==> src/rtl/wbsplitter_if.sv <==
// Bus bundle for the 1-to-2 Wishbone splitter. Signal names are written
// from the splitter's point of view: i_* flow into it, o_* flow out of it.
interface wbsplitter_if #(
  parameter int DW = 32,
  parameter int AW = 32
);
  // Upstream master request
  logic            i_cyc;
  logic            i_stb;
  logic            i_we;
  logic [AW-1:0]   i_adr;
  logic [DW-1:0]   i_dat;
  logic [DW/8-1:0] i_sel;
  // Upstream responses
  logic            o_stall;
  logic            o_ack;
  logic            o_err;
  logic [DW-1:0]   o_data;
  // Slave-side strobes and cycles
  logic            o_a_cyc;
  logic            o_a_stb;
  logic            o_b_cyc;
  logic            o_b_stb;
  // Request fields broadcast to both slaves
  logic            o_we;
  logic [AW-1:0]   o_adr;
  logic [DW-1:0]   o_dat;
  logic [DW/8-1:0] o_sel;
  // Slave A responses
  logic            i_a_ack;
  logic            i_a_stall;
  logic            i_a_err;
  logic [DW-1:0]   i_a_data;
  // Slave B responses
  logic            i_b_ack;
  logic            i_b_stall;
  logic            i_b_err;
  logic [DW-1:0]   i_b_data;

  // The splitter itself
  modport slave (
    input  i_cyc, i_stb, i_we, i_adr, i_dat, i_sel,
    input  i_a_ack, i_a_stall, i_a_err, i_a_data,
    input  i_b_ack, i_b_stall, i_b_err, i_b_data,
    output o_stall, o_ack, o_err, o_data,
    output o_a_cyc, o_a_stb, o_b_cyc, o_b_stb,
    output o_we, o_adr, o_dat, o_sel
  );

  // The surrounding environment (upstream master plus both slaves)
  modport master (
    output i_cyc, i_stb, i_we, i_adr, i_dat, i_sel,
    output i_a_ack, i_a_stall, i_a_err, i_a_data,
    output i_b_ack, i_b_stall, i_b_err, i_b_data,
    input  o_stall, o_ack, o_err, o_data,
    input  o_a_cyc, o_a_stb, o_b_cyc, o_b_stb,
    input  o_we, o_adr, o_dat, o_sel
  );
endinterface

==> src/rtl/wbsplitter.sv <==
// Wishbone pipelined 1-master-to-2-slave splitter. Each request is steered
// to slave A or B by address window; an outstanding counter keeps returns
// bound to the slave that was addressed, and a request to the other slave
// waits until everything in flight has come back (no reordering).
// Addresses hitting neither window get a one-cycle error and abort the cycle.
module wbsplitter #(
  parameter int            DW      = 32,
  parameter int            AW      = 32,
  parameter logic [AW-1:0] A_BASE  = 32'h0000_0000,
  parameter logic [AW-1:0] A_MASK  = 32'h8000_0000,
  parameter logic [AW-1:0] B_BASE  = 32'h8000_0000,
  parameter logic [AW-1:0] B_MASK  = 32'h8000_0000,
  parameter int            LGDEPTH = 3
) (
  input logic         i_clk,
  input logic         i_reset_n,
  wbsplitter_if.slave bus
);

  typedef enum logic [1:0] {
    SEL_NONE = 2'd0,
    SEL_A    = 2'd1,
    SEL_B    = 2'd2,
    SEL_BAD  = 2'd3
  } sel_t;

  // Counter saturates one short of wrap: that is the in-flight limit
  localparam logic [LGDEPTH-1:0] COUNT_MAX = '1;

  sel_t               r_sel, sel_next;
  logic [LGDEPTH-1:0] r_count, count_next;
  logic               r_abort, abort_next;
  logic               r_bad_err, bad_err_next;

  sel_t dec;
  sel_t sel;
  logic idle;
  logic grant;
  logic stall;
  logic accept;
  logic to_slave;
  logic fwd_ack;
  logic slv_err;

  // Address decode, slave selection, grant and handshake qualifiers
  always_comb begin
    if ((bus.i_adr & A_MASK) == A_BASE)
      dec = SEL_A;
    else if ((bus.i_adr & B_MASK) == B_BASE)
      dec = SEL_B;
    else
      dec = SEL_BAD;

    idle  = (r_count == '0);
    // While requests are in flight the target is locked to the previous one
    sel   = idle ? dec : r_sel;
    grant = bus.i_stb && !r_abort && !r_bad_err &&
            (idle || (dec == r_sel && r_count != COUNT_MAX));
    // BAD requests never see a slave stall, only a missing grant
    stall = bus.i_stb && (!grant ||
            (sel == SEL_A && bus.i_a_stall) ||
            (sel == SEL_B && bus.i_b_stall));
    accept   = bus.i_cyc && bus.i_stb && !stall;
    to_slave = accept && (sel == SEL_A || sel == SEL_B);
    // Returns are honoured only from the locked slave with work outstanding
    fwd_ack  = !idle && ((r_sel == SEL_A && bus.i_a_ack) ||
                         (r_sel == SEL_B && bus.i_b_ack));
    slv_err  = !idle && ((r_sel == SEL_A && bus.i_a_err) ||
                         (r_sel == SEL_B && bus.i_b_err));
  end

  // State register: selection, in-flight count, abort and pending BAD error
  always_ff @(posedge i_clk or negedge i_reset_n) begin
    if (!i_reset_n) begin
      r_sel     <= SEL_NONE;
      r_count   <= '0;
      r_abort   <= 1'b0;
      r_bad_err <= 1'b0;
    end else begin
      r_sel     <= sel_next;
      r_count   <= count_next;
      r_abort   <= abort_next;
      r_bad_err <= bad_err_next;
    end
  end

  // Next-state: count accepts against forwarded acks, handle errors and aborts
  always_comb begin
    sel_next     = r_sel;
    count_next   = r_count;
    abort_next   = r_abort;
    bad_err_next = 1'b0;
    if (!bus.i_cyc) begin
      // Dropping cyc abandons everything; late slave returns become orphans
      sel_next   = SEL_NONE;
      count_next = '0;
      abort_next = 1'b0;
    end else begin
      bad_err_next = accept && (sel == SEL_BAD);
      // The BAD error pulse is followed by an abort lasting until cyc falls
      if (r_bad_err)
        abort_next = 1'b1;
      if (slv_err) begin
        count_next = '0;
        abort_next = 1'b1;
      end else if (to_slave && !fwd_ack) begin
        count_next = r_count + LGDEPTH'(1);
      end else if (!to_slave && fwd_ack) begin
        count_next = r_count - LGDEPTH'(1);
      end
      if (accept)
        sel_next = sel;
    end
  end

  // Outputs: zero-latency request steering and response return paths
  always_comb begin
    bus.o_we    = bus.i_we;
    bus.o_adr   = bus.i_adr;
    bus.o_dat   = bus.i_dat;
    bus.o_sel   = bus.i_sel;
    bus.o_stall = stall;
    bus.o_a_stb = i_reset_n && bus.i_cyc && bus.i_stb && grant && (sel == SEL_A);
    bus.o_b_stb = i_reset_n && bus.i_cyc && bus.i_stb && grant && (sel == SEL_B);
    bus.o_a_cyc = i_reset_n && bus.i_cyc && !r_abort && (sel == SEL_A) &&
                  (bus.i_stb || !idle);
    bus.o_b_cyc = i_reset_n && bus.i_cyc && !r_abort && (sel == SEL_B) &&
                  (bus.i_stb || !idle);
    bus.o_ack   = i_reset_n && fwd_ack;
    bus.o_err   = i_reset_n && (r_bad_err || slv_err);
    bus.o_data  = (r_sel == SEL_B) ? bus.i_b_data : bus.i_a_data;
  end

endmodule

==> src/flat_wrapper.sv <==
// flat-port wrapper written by rule: the top's interface ports become plain ports
module wbsplitter_flat 
#(
  parameter int            DW      = 32,
  parameter int            AW      = 32,
  parameter logic [AW-1:0] A_BASE  = 32'h0000_0000,
  parameter logic [AW-1:0] A_MASK  = 32'h8000_0000,
  parameter logic [AW-1:0] B_BASE  = 32'h8000_0000,
  parameter logic [AW-1:0] B_MASK  = 32'h8000_0000,
  parameter int            LGDEPTH = 3
)
  (i_clk, i_reset_n, bus_i_cyc, bus_i_stb, bus_i_we, bus_i_adr, bus_i_dat, bus_i_sel, bus_i_a_ack, bus_i_a_stall, bus_i_a_err, bus_i_a_data, bus_i_b_ack, bus_i_b_stall, bus_i_b_err, bus_i_b_data, bus_o_stall, bus_o_ack, bus_o_err, bus_o_data, bus_o_a_cyc, bus_o_a_stb, bus_o_b_cyc, bus_o_b_stb, bus_o_we, bus_o_adr, bus_o_dat, bus_o_sel);
  wbsplitter_if #(.DW(DW), .AW(AW)) bus_i ();
  input logic i_clk;
  input logic i_reset_n;
  input wire logic [$bits(bus_i.i_cyc)-1:0] bus_i_cyc;
  input wire logic [$bits(bus_i.i_stb)-1:0] bus_i_stb;
  input wire logic [$bits(bus_i.i_we)-1:0] bus_i_we;
  input wire logic [$bits(bus_i.i_adr)-1:0] bus_i_adr;
  input wire logic [$bits(bus_i.i_dat)-1:0] bus_i_dat;
  input wire logic [$bits(bus_i.i_sel)-1:0] bus_i_sel;
  input wire logic [$bits(bus_i.i_a_ack)-1:0] bus_i_a_ack;
  input wire logic [$bits(bus_i.i_a_stall)-1:0] bus_i_a_stall;
  input wire logic [$bits(bus_i.i_a_err)-1:0] bus_i_a_err;
  input wire logic [$bits(bus_i.i_a_data)-1:0] bus_i_a_data;
  input wire logic [$bits(bus_i.i_b_ack)-1:0] bus_i_b_ack;
  input wire logic [$bits(bus_i.i_b_stall)-1:0] bus_i_b_stall;
  input wire logic [$bits(bus_i.i_b_err)-1:0] bus_i_b_err;
  input wire logic [$bits(bus_i.i_b_data)-1:0] bus_i_b_data;
  output wire logic [$bits(bus_i.o_stall)-1:0] bus_o_stall;
  output wire logic [$bits(bus_i.o_ack)-1:0] bus_o_ack;
  output wire logic [$bits(bus_i.o_err)-1:0] bus_o_err;
  output wire logic [$bits(bus_i.o_data)-1:0] bus_o_data;
  output wire logic [$bits(bus_i.o_a_cyc)-1:0] bus_o_a_cyc;
  output wire logic [$bits(bus_i.o_a_stb)-1:0] bus_o_a_stb;
  output wire logic [$bits(bus_i.o_b_cyc)-1:0] bus_o_b_cyc;
  output wire logic [$bits(bus_i.o_b_stb)-1:0] bus_o_b_stb;
  output wire logic [$bits(bus_i.o_we)-1:0] bus_o_we;
  output wire logic [$bits(bus_i.o_adr)-1:0] bus_o_adr;
  output wire logic [$bits(bus_i.o_dat)-1:0] bus_o_dat;
  output wire logic [$bits(bus_i.o_sel)-1:0] bus_o_sel;
  assign bus_i.i_cyc = bus_i_cyc;
  assign bus_i.i_stb = bus_i_stb;
  assign bus_i.i_we = bus_i_we;
  assign bus_i.i_adr = bus_i_adr;
  assign bus_i.i_dat = bus_i_dat;
  assign bus_i.i_sel = bus_i_sel;
  assign bus_i.i_a_ack = bus_i_a_ack;
  assign bus_i.i_a_stall = bus_i_a_stall;
  assign bus_i.i_a_err = bus_i_a_err;
  assign bus_i.i_a_data = bus_i_a_data;
  assign bus_i.i_b_ack = bus_i_b_ack;
  assign bus_i.i_b_stall = bus_i_b_stall;
  assign bus_i.i_b_err = bus_i_b_err;
  assign bus_i.i_b_data = bus_i_b_data;
  assign bus_o_stall = bus_i.o_stall;
  assign bus_o_ack = bus_i.o_ack;
  assign bus_o_err = bus_i.o_err;
  assign bus_o_data = bus_i.o_data;
  assign bus_o_a_cyc = bus_i.o_a_cyc;
  assign bus_o_a_stb = bus_i.o_a_stb;
  assign bus_o_b_cyc = bus_i.o_b_cyc;
  assign bus_o_b_stb = bus_i.o_b_stb;
  assign bus_o_we = bus_i.o_we;
  assign bus_o_adr = bus_i.o_adr;
  assign bus_o_dat = bus_i.o_dat;
  assign bus_o_sel = bus_i.o_sel;
  wbsplitter #(.DW(DW), .AW(AW), .A_BASE(A_BASE), .A_MASK(A_MASK), .B_BASE(B_BASE), .B_MASK(B_MASK), .LGDEPTH(LGDEPTH)) u_core (.i_clk(i_clk), .i_reset_n(i_reset_n), .bus(bus_i));
endmodule
==> config.mk <==
export PLATFORM = sky130hd
export DESIGN_NAME = wbsplitter_flat
export DESIGN_NICKNAME = d
export VERILOG_FILES = /design/src/rtl/wbsplitter_if.sv /design/src/rtl/wbsplitter.sv /design/src/flat_wrapper.sv
export SDC_FILE = /design/constraint.sdc
export NUM_CORES = 1
export LEC_CHECK = 0
export ABC_AREA = 1
export BUFFER_PORTS_ARGS = -buffer_cell sky130_fd_sc_hd__clkbuf_2
export CAP_MARGIN = 20
export CORE_AREA = 3 3 98 100
export DETAILED_ROUTE_END_ITERATION = 8
export DIE_AREA = 0 0 101 103
export PLACE_DENSITY = 0.58
export SETUP_SLACK_MARGIN = 0.02
export SLEW_MARGIN = 20
export SYNTH_ARGS = -nofsm -noshare
export SYNTH_HDL_FRONTEND = slang
export SYNTH_SLANG_ARGS = --single-unit
==> constraint.sdc <==
create_clock -name i_clk -period 2.7 [get_ports i_clk]
set_input_delay 0.27 -clock i_clk [delete_from_list [all_inputs] [get_ports i_clk]]
set_output_delay 0.27 -clock i_clk [all_outputs]
set_load 0.02 [all_outputs]
[Word level (Yosys, flattened, before mapping)]
Cells that the tools add are included.
Cells by class
  $add $sub $neg: 2
  equality and inequality tests: 10
  multiplexer cells: 14
  reduce and logical (&&, ||, !) cells: 48
Operators with widths (count)
  $logic_not A32 Y1: 1
  $mux W32: 1
  $logic_and A1 B1 Y1: 31
  $mux W3: 4
  $logic_or A1 B1 Y1: 8
  $mux W2: 4
  $logic_not A1 Y1: 7
  $eq A2 B2 Y1 const B: 3
  $mux W1: 5
  $eq A2 B1 Y1 const B: 2
  $ne A4 B1 Y1 const B: 1
  $add A3 B1 Y3 const B: 1
  $logic_not A3 Y1: 1
  $ne A3 B1 Y1 const B: 1
  $ne A3 B3 Y1 const B: 1
  $sub A3 B1 Y3 const B: 1
  $eq A2 B2 Y1: 1
  $ne A2 B1 Y1 const B: 1
Word-level totals
  flip-flop bits (word level): 7
  input port bits: 143
  output and inout port bits: 108
  word-level logic and storage cells: 78

[Depth between registers and ports, before layout]
Gate-level depths: netlist of the first run.
  word-level depth: 19
  depth in mapped cells: 17
  gate-level depth less buffers: 17

[Least setup slack after synthesis of the first run]
Ideal clock, no wire load.
  path type: reg2reg
  start: register u_core.r_count[2]
  end: register u_core.r_count[1]
  library setup time: 0.077 ns
  arrival: 2.301 ns
  data required time: 2.623 ns
  setup slack: 0.322 ns
  stages on the path, launching flop included: 15
  buffers on the path: 0
  period minus slack after synthesis: 2.378 ns
  path through: dfrtp_1 -> inv_1 -> nand3_4 -> nor2_1 -> inv_1 -> o21ai_0 -> inv_1 -> ha_1 -> nand2_1 -> nand2_1 -> nor2_2 -> nand4_2 -> nor2_1 -> fa_1 -> a21oi_1
On the way
  longest elaborated chain between the ends: 15
  elaborated cells between the ends (all ways): 29
  those cells by class: 4 x eq/ne; 4 x mux; 21 x reduce/logical
RTL lines
  from (decl): line wbsplitter.sv:31  | logic [LGDEPTH-1:0] r_count, count_next;
  from (signal assigned): line wbsplitter.sv:81  | r_count <= count_next;
  $ne A3 B3 Y1: line wbsplitter.sv:58  | (idle || (dec == r_sel && r_count != COUNT_MAX));
  $logic_and A1 B1 Y1: line wbsplitter.sv:58
  $logic_or A1 B1 Y1: line wbsplitter.sv:58
  $logic_and A1 B1 Y1: line wbsplitter.sv:57  | grant = bus.i_stb && !r_abort && !r_bad_err &&
  $logic_not A1 Y1: line wbsplitter.sv:60  | stall = bus.i_stb && (!grant ||
  $logic_or A1 B1 Y1: line wbsplitter.sv:60
  $logic_or A1 B1 Y1: line wbsplitter.sv:61  | (sel == SEL_A && bus.i_a_stall) ||
  $logic_and A1 B1 Y1: line wbsplitter.sv:60
  $logic_not A1 Y1: line wbsplitter.sv:63  | accept = bus.i_cyc && bus.i_stb && !stall;
  $logic_and A1 B1 Y1: line wbsplitter.sv:63
  $logic_and A1 B1 Y1: line wbsplitter.sv:64  | to_slave = accept && (sel == SEL_A || sel == SEL_B);
  $logic_and A1 B1 Y1: line wbsplitter.sv:106  | end else if (to_slave && !fwd_ack) begin
  $mux W3: line wbsplitter.sv:106
  $mux W3: line wbsplitter.sv:103  | if (slv_err) begin
  $mux W3: line wbsplitter.sv:93  | if (!bus.i_cyc) begin
Several ways; a longest one is shown, not always the timed one.
A chain may end at the register's enable or synchronous reset.

[Worst setup path in the final report of the first run]
Ends and elaborated chain as after synthesis.

==> results of run 1 <==
## timing repair
item,CTS,global route
setup endpoints to repair,1,3
hold buffers,1,0
cloned,0,0
endpoints found under the hold margin,7,0
gates resized for setup,1,10
## registers in the layout (all words and copies together) (netlist names)
register          cells
u_core.r_abort        1
u_core.r_sel          2
u_core.r_count        3
u_core.r_bad_err      1
## power by group
group          internal [W]  leakage [nW]  switching, W
clock              0.000103        0.0228     0.0000528
combinational      0.000554         0.902      0.000919
sequential         0.000149        0.0942     0.0000513
## cell families after synthesis
logic type,synth area share
buffers and inverters,0.391
AND/OR/NAND/NOR,0.186
multiplexers,0.230
AO/OA/AOI/OAI,0.0384
flip-flops,0.112
adder cells (fa/ha/maj),0.0368
XOR/XNOR,0.00560
## synth_stat cells
library cell,n
buf_4,69
mux2_2,32
nand2_1,19
inv_1,17
nand3_1,11
nor2_1,9
dfrtp_1,7
a21oi_1,4
inv_2,4
buf_2,3
ha_1,3
o21ai_0,3
nand2_2,2
nand2_4,2
nand3_4,2
nor2_2,2
nor3_1,2
o22ai_1,2
fa_1,1
nand3b_1,1
nand4_1,1
nand4_2,1
nor2_4,1
o21ai_1,1
o21bai_1,1
xor2_1,1
## worst paths after layout
check	startpoint	endpoint	slack, ns	depth (start not counted)
setup / recovery	u_core.r_count[2]	u_core.r_count[1]	0.24	14
hold / removal	bus_i_cyc	u_core.r_abort	0.32	3
setup reg to reg	u_core.r_count[2]	u_core.r_count[1]	0.24	14
hold reg to reg	u_core.r_abort	u_core.r_abort	0.55	2
max in group asynchronous	i_reset_n	u_core.r_count[2]	2.05	2
min in group asynchronous	i_reset_n	u_core.r_abort	0.42	2
## layout make-up
type	instances	area, um^2	area share
flip-flops and latches	7	176	0.0965
well taps	108	135	0.0739
repair buffers	116	588	0.322
clock buffers	4	45.0	0.0246
multi-input cells	101	805	0.440
inverters	21	78.8	0.0431
## stage by stage
step	instance area, um^2	worst slack (ns)	hold WS (ns)	total power [W]
after global placement	1740	0.178	0.143	0.00159
after floorplan	1560	0.322	-0.0256	0.00137
final	1830	0.241	0.322	0.00183
after CTS	1800	0.0577	0.321	0.00179
after global routing	1830	0.0434	0.357	0.00200
after detailed placement	1740	0.0435	0.143	0.00161
## critical path, stage by stage (launching register included)
cell     delay (ns)
dfrtp_2        0.43
inv_2          0.09
nand3_4        0.14
nor2_4         0.13
inv_1          0.06
o21ai_2        0.08
inv_1          0.09
ha_1           0.20
nand2_1        0.06
nand2_1        0.09
nor2_4         0.13
nand4_2        0.17
nor2_4         0.14
fa_1           0.40
a21oi_1        0.15
## routing by layer
layer | global-route usage | routed length, um | up-vias
met5 | 0 | 0 | -
met4 | 0.0337 | 104 | 0
met2 | 0.154 | 2530 | 123
li1 | - | - | 673
met3 | 0.0386 | 797 | 13
met1 | 0.0989 | 2060 | 619
==> metrics, run 1 <==
FP Rows=34; Post-Route WL=5500 um; critical path peak fanout=7; vias in the first global route=1330; layout cells sized above 1=0.687; P_leak=1.02 nW; Setup Viol. Count Final=0; Final nets=397; Placed Cells=352; Inserted Clock Buffers=3; antenna cells=0; core area=8760 um^2; run status=finished, final reports clean; grt ovf=0; CTS tree=built; Root Driver=clkbuf_8; commonest non-fill, non-tap cells in the layout=clkbuf_2 (114), mux2_2 (32), nand2_1 (19); CP endpoint kind=register; final core utilization=0.209; DRC errors left=0; commonest non-fill, non-tap cell in the layout=clkbuf_2; Routed wire per std cell=15.4 um; syn nets=348; die area=10400 um^2; Setup TNS Final=0 ns; Die X=101 um; DIE HEIGHT=103 um; slew margin rel.=0.745; I/O pin count=251; Worst Path Required=2.85 ns; synthesized cell area=1560 um^2; Post-Layout Cell Count=357; Clk Latency, worst-skew pair=0.24 ns; Max Root-Sink Buffers=2; DRT Pass-1 Iters=4; flops & latches, synth=7; MaxCap Viol Count=0; Seq/Total Area, Yosys=0.112; initial antenna violation count=0; Fin. Hold Viols=0; Slew Viols, Final=0; area share of the largest cell type after synthesis=0.331; cell area power density=1000 nW/um^2; worst slew pin tran=0.382 ns; antenna-violating nets left=0; Post-Synthesis Cells=201; first-pass GRT wire length=7030 um; DR vias/cell=4.00; period utilisation layout=0.911; Starting Density=0.178; crit path time final=2.46 ns; crit start category=register; CTS H-tree depth=1; final clock skew=0.0109 ns; Synth warnings=0; Syn Area/Cell=7.78 um^2; Worst-path clk slew=0.05 ns; clk sinks=7; Layout fillers=989; cell taking the most area after synthesis=buf_4; routed vias=1428; Syn-to-layout area delta=16.9%; routability cong.=0.773; Setup Buffers After CTS=0; Area contributors post-synth=buf_4 (33%), mux2_2 (23%), dfrtp_1 (11%); VDD IR-drop max=0.000352 V; synth unique cells=26; dpl hpwl=4900 um; maximum clock frequency=407 MHz; Critical Setup Path Class=reg2reg; largest net degree at the start of global routing=33; IO Port Bufs=114; RSZ-0062 raised after global routing=false; class of the worst hold path=in2reg; 1st-iter DRT viols=15; GRT Util Overall=0.0898; WP data arrival=2.61 ns
Note: power is estimated with default switching activity, not from simulation.
==> run 2, diff against run 1 <==
--- a/config.mk
+++ b/config.mk
@@ -9,6 +9,7 @@
 export BUFFER_PORTS_ARGS = -buffer_cell sky130_fd_sc_hd__clkbuf_2
 export CAP_MARGIN = 20
 export CORE_AREA = 3 3 98 100
+export CTS_BUF_LIST = sky130_fd_sc_hd__clkbuf_8
 export DETAILED_ROUTE_END_ITERATION = 8
 export DIE_AREA = 0 0 101 103
 export PLACE_DENSITY = 0.58
==> run 2 against run 1 <==
  * Clock skew barely moved
  * Sequential power barely moved
  * Highest routed layer unchanged
  * Critical endpoint unchanged
  * Non-clock buffer count did not move
  * Routed wire length rose by 0.16%
  * Fmax barely moved
  * Combinational power barely moved
==> metrics, run 2 (synthesis gave the netlist of run 1 again) <==
run status=finished, final reports clean; DR vias/cell=4.02; routability cong.=0.773; clock power share=0.083; Worst-path clk slew=0.05 ns; Switching Fraction=0.561; Clk Latency, worst-skew pair=0.24 ns; Hold Path End=u_core.r_abort; top flop regs=u_core.r_count x3, u_core.r_sel x2; dpl hpwl=4900 um; Largest register FFs=3; Cell Area, Placed=1740 um^2; final clock skew=0.0106 ns; critical path peak fanout=7; VDD IR-drop max=0.000352 V; maximum clock frequency=406 MHz; Hold Path Depth=3; FP Rows=34; Worst R2R Start=u_core.r_count[2]; period utilisation layout=0.911; crit start category=register; initial antenna violation count=0; Slew Viols, Final=0; Starting Density=0.178; Layout fillers=989; worst-case reg-to-reg path depth=14; Pint=0.000802 W; first-pass GRT wire length=7030 um; Critical Setup Path Class=reg2reg; DIE HEIGHT=103 um; Post-Route WL=5500 um; vias in the first global route=1330; commonest non-fill, non-tap cells in the layout=clkbuf_2 (114), mux2_2 (32), nand2_1 (19); worst slew pin tran=0.382 ns; die area=10400 um^2; cell area after layout=1830 um^2; RSZ-0062 raised after global routing=false; Syn-to-layout area delta=16.9%; Root Driver=clkbuf_8; Max Root-Sink Buffers=2; DRT Pass-1 Iters=5; reg2reg setup slack=0.24 ns; switching power total=0.00102 W; Routed wire per std cell=15.4 um; Die X=101 um; Worst Path Required=2.85 ns; largest net degree at the start of global routing=33; layout cells sized above 1=0.687; slew margin rel.=0.745; P_leak=1.02 nW; antenna cells=0; capturing point of the worst reg2reg path=u_core.r_count[1]; class of the worst hold path=in2reg; Setup TNS Final=0 ns; cell area power density=998 nW/um^2; Setup Viol. Count Final=0; critical hold path startpoint=bus_i_cyc; commonest non-fill, non-tap cell in the layout=clkbuf_2; GRT Util Overall=0.0898; crit path time final=2.46 ns; core area=8760 um^2; sequential power share=0.110; routed vias=1434; Inserted Clock Buffers=3; CTS H-tree depth=1; DRC errors left=0; I/O pin count=251; 1st-iter DRT viols=15; Fin. Hold Viols=0; IO Port Bufs=114; CP endpoint kind=register; MaxCap Viol Count=0; Final nets=397; clk sinks=7; WP data arrival=2.61 ns; grt ovf=0; combinational fraction of design power=0.807; CTS tree=built; antenna-violating nets left=0; Biggest register=u_core.r_count
==> run 2: cell types whose count changed in the layout (fill, tap and decap cells not counted) <==
cell      change
inv_1         +1
clkbuf_1      -1
==> run 2: critical path: stages, from the launching register on <==
cell,delay (ns)
dfrtp_2,0.43
inv_2,0.09
nand3_4,0.14
nor2_4,0.13
inv_1,0.06
o21ai_2,0.08
inv_1,0.09
ha_1,0.20
nand2_1,0.06
nand2_1,0.09
nor2_4,0.13
nand4_2,0.17
nor2_4,0.14
fa_1,0.40
a21oi_1,0.15
==> run 2: layer usage <==
| metal | up-vias | wire (um) | global-route usage |
|---|---|---|---|
| met5 | - | 0 | 0 |
| met2 | 128 | 2530 | 0.154 |
| met4 | 0 | 108 | 0.0337 |
| met1 | 618 | 2050 | 0.0989 |
| met3 | 15 | 819 | 0.0386 |
| li1 | 673 | - | - |
==> run 2: worst max-delay path by stage <==
stage                              to  slack (ns)  depth (start not counted)               from
detailed placement  u_core.r_count[1]        0.04                         14  u_core.r_count[2]
finish              u_core.r_count[1]        0.24                         14  u_core.r_count[2]
CTS                 u_core.r_count[1]        0.06                         14  u_core.r_count[2]
global route        u_core.r_count[1]        0.04                         14  u_core.r_count[2]
floorplan           u_core.r_count[1]        0.32                         14  u_core.r_count[2]
global placement    u_core.r_count[1]        0.18                         14  u_core.r_count[2]
==> run 2: cell type report <==
cell class,instances,area (um^2),area share
Timing Repair Buffer,116,588,0.322
Tap cell,108,135,0.0739
Multi-Input combinational cell,101,805,0.440
Inverter,21,78.8,0.0431
Clock buffer,3,41.3,0.0226
Sequential cell,7,176,0.0965
Clock inverter,1,3.75,0.00205
==> run 2: what timing repair did <==
| item | 4_1_cts | 5_1_grt |
|---|---|---|
| buffers inserted | 0 | 0 |
| gates resized for setup | 1 | 10 |
| endpoints found under the setup margin | 1 | 3 |
| hold buffers | 1 | 0 |
| hold endpoints to repair | 7 | 0 |
==> run 2: power by group through the flow <==
stage                     Combinational, W  Clock (W)  Sequential (W)
after global routing               0.00162   0.000164        0.000209
after global placement             0.00139          0        0.000194
after floorplan                    0.00118          0        0.000183
after CTS                          0.00144   0.000154        0.000193
after detailed placement           0.00142          0        0.000194
final                              0.00147   0.000152        0.000200
==> run 2: per-stage QoR <==
stage               hold WS [ns]   util  setup WS, ns  std cells  total power [W]
floorplan                -0.0256      -         0.322        201          0.00137
global placement           0.143  0.199         0.178        352          0.00159
detailed placement         0.143  0.199        0.0435        352          0.00161
CTS                        0.321  0.206        0.0576        357          0.00178
global route               0.357  0.209        0.0434        357          0.00199
finish                     0.322  0.209         0.240        357          0.00183
==> run 3, diff against run 2 <==
--- a/config.mk
+++ b/config.mk
@@ -13,7 +13,6 @@
 export DETAILED_ROUTE_END_ITERATION = 8
 export DIE_AREA = 0 0 101 103
 export PLACE_DENSITY = 0.58
-export SETUP_SLACK_MARGIN = 0.02
 export SLEW_MARGIN = 20
 export SYNTH_ARGS = -nofsm -noshare
 export SYNTH_HDL_FRONTEND = slang
==> constraint.sdc (replaced) <==
create_clock -name i_clk -period 2.4 [get_ports i_clk]
set_input_delay 0.24 -clock i_clk [delete_from_list [all_inputs] [get_ports i_clk]]
set_output_delay 0.24 -clock i_clk [all_outputs]
set_load 0.02 [all_outputs]
==> run 3 against run 2 <==
  * Combinational power grew 36%
  * Worst setup slack worse by 0.16 ns
  * Sequential cell count unchanged
  * First-iteration DRC count up 6.7%
  * Cell area grew 7.7%
  * Global-route usage increased by 0.28 points
  * Register-to-register slack worse by 0.16 ns
  * Sequential share of layout area decreased by 0.76 points
  * Via count increased by 3.1%
  * Clock skew is 0.0062 ns lower
==> metrics, run 3 (synthesis gave the netlist of run 1 again) <==
Critical Setup Path Class=reg2reg; Final nets=409; DR vias/cell=4.01; CTS H-tree depth=1; Hold Slack=0.318 ns; DRC errors left=0; cell area power density=1210 nW/um^2; Syn-to-layout area delta=25.9%; crit start category=register; commonest non-fill, non-tap cells in the layout=clkbuf_2 (114), mux2_2 (32), nand2_1 (17); Setup Viol. Count Final=0; slew margin rel.=0.741; Clk Latency, worst-skew pair=0.23 ns; MaxCap Viol Count=0; crit path cell chain=inv_2 -> nand3_4 -> nor2_4 -> inv_1 -> o21ai_2 -> inv_2 -> ha_4 -> nand2_2 -> nand2_2 -> nor2_4 -> nand4_4 -> nor2_4 -> fa_2 -> a21oi_2; I/O pin count=251; 1st-iter DRT viols=16; commonest non-fill, non-tap cell in the layout=clkbuf_2; run status=finished, final reports clean; Biggest register=u_core.r_count; die area=10400 um^2; Die X=101 um; WP data arrival=2.47 ns; CP max stage cell=fa_2; Starting Density=0.178; Root Driver=clkbuf_8; dpl hpwl=4970 um; critical hold path startpoint=bus_i_cyc; Post-Route WL=5760 um; Final WS setup=0.0832 ns; crit path time final=2.32 ns; CP startpoint=u_core.r_count[1]; critical path peak fanout=5; FP Rows=34; grt ovf=0; layout cells sized above 1=0.724; Worst R2R Start=u_core.r_count[1]; final core utilization=0.225; CP endpoint kind=register; CP dominant cell by count=nor2_4; IO Port Bufs=114; worst slew pin tran=0.389 ns; clk sinks=7; vias in the first global route=1369; Fin. Hold Viols=0; VDD IR-drop max=0.000715 V; antenna cells=0; Largest register FFs=3; period utilisation layout=0.965; Worst Path Required=2.56 ns; first-pass GRT wire length=7270 um; CP max stage delay=0.44 ns; routability cong.=0.799; initial antenna violation count=0; largest net degree at the start of global routing=33; class of the worst hold path=in2reg; maximum clock frequency=432 MHz; GRT Util Overall=0.0926; Slew Viols, Final=0; Routed wire per std cell=15.6 um; core area=8760 um^2; DIE HEIGHT=103 um; CTS tree=built; top flop regs=u_core.r_count x3, u_core.r_sel x2; Setup TNS Final=0 ns; final clock skew=0.00433 ns; DRT Pass-1 Iters=4; Max Root-Sink Buffers=2; P_leak=1.08 nW; worst slack at placement=-0.0768 ns; Inserted Clock Buffers=3; Worst-path clk slew=0.04 ns; Final Power=0.00238 W; routed vias=1478; antenna-violating nets left=0
[run 3: timing repair]
| action | in CTS | in global routing |
|---|---|---|
| resized for setup | 5 | 17 |
| endpoints found under the setup margin | 2 | 3 |
| hold endpoints to repair | 7 | 0 |
| setup buffers | 0 | 6 |
| hold buffers | 1 | 0 |
| pin swaps | 1 | 9 |
[run 3: final cells by class]
class                      instances  area [um^2]
fill                             959         6790
multi-input combinational        101          853
tap                              108          135
timing repair buffer             128          682
inverter                          21         78.8
clock inverter                     1         3.75
clock buffer                       3         41.3
sequential                         7          175
[run 3: final timing paths]
check | end | slack [ns] | depth (start not counted)
worst max-delay path | u_core.r_count[1] | 0.08 | 14
worst min-delay path | u_core.r_abort | 0.32 | 3
worst max register to register | u_core.r_count[1] | 0.08 | 14
worst min register to register | u_core.r_abort | 0.57 | 2
max in group asynchronous | u_core.r_sel[0] | 1.79 | 2
min in group asynchronous | u_core.r_abort | 0.40 | 2
[run 3: worst max-delay path, delay by kind of cell, from the launching register on]
| kind | cells | cell delay, ns |
|---|---|---|
| compound gates | 2 | 0.21 |
| fa+ha+maj | 2 | 0.61 |
| buf+inv | 3 | 0.24 |
| flops | 1 | 0.39 |
| simple gates | 7 | 0.80 |
[run 3: power breakdown]
group          switching [W]  leakage, nW  internal, W
registers          0.0000541       0.0958     0.000165
clock network      0.0000544       0.0269     0.000111
logic                0.00116        0.959     0.000838
total                0.00127         1.08      0.00111
[run 3: per-stage QoR]
| stage | std cells | cell area, um^2 |
|---|---|---|
| 6_report | 369 | 1970 |
| 5_1_grt | 369 | 1970 |
| 4_1_cts | 363 | 1850 |
| 3_5_place_dp | 358 | 1790 |
| 3_3_place_gp | 358 | 1790 |
| 2_1_floorplan | 201 | 1560 |
[run 3: metal layers]
layer	track usage	vias up	part of all wire
met5	0	-	0
met4	0.0123	0	0.017
met3	0.0406	14	0.14
met2	0.162	117	0.47
met1	0.108	644	0.37
li1	-	703	-
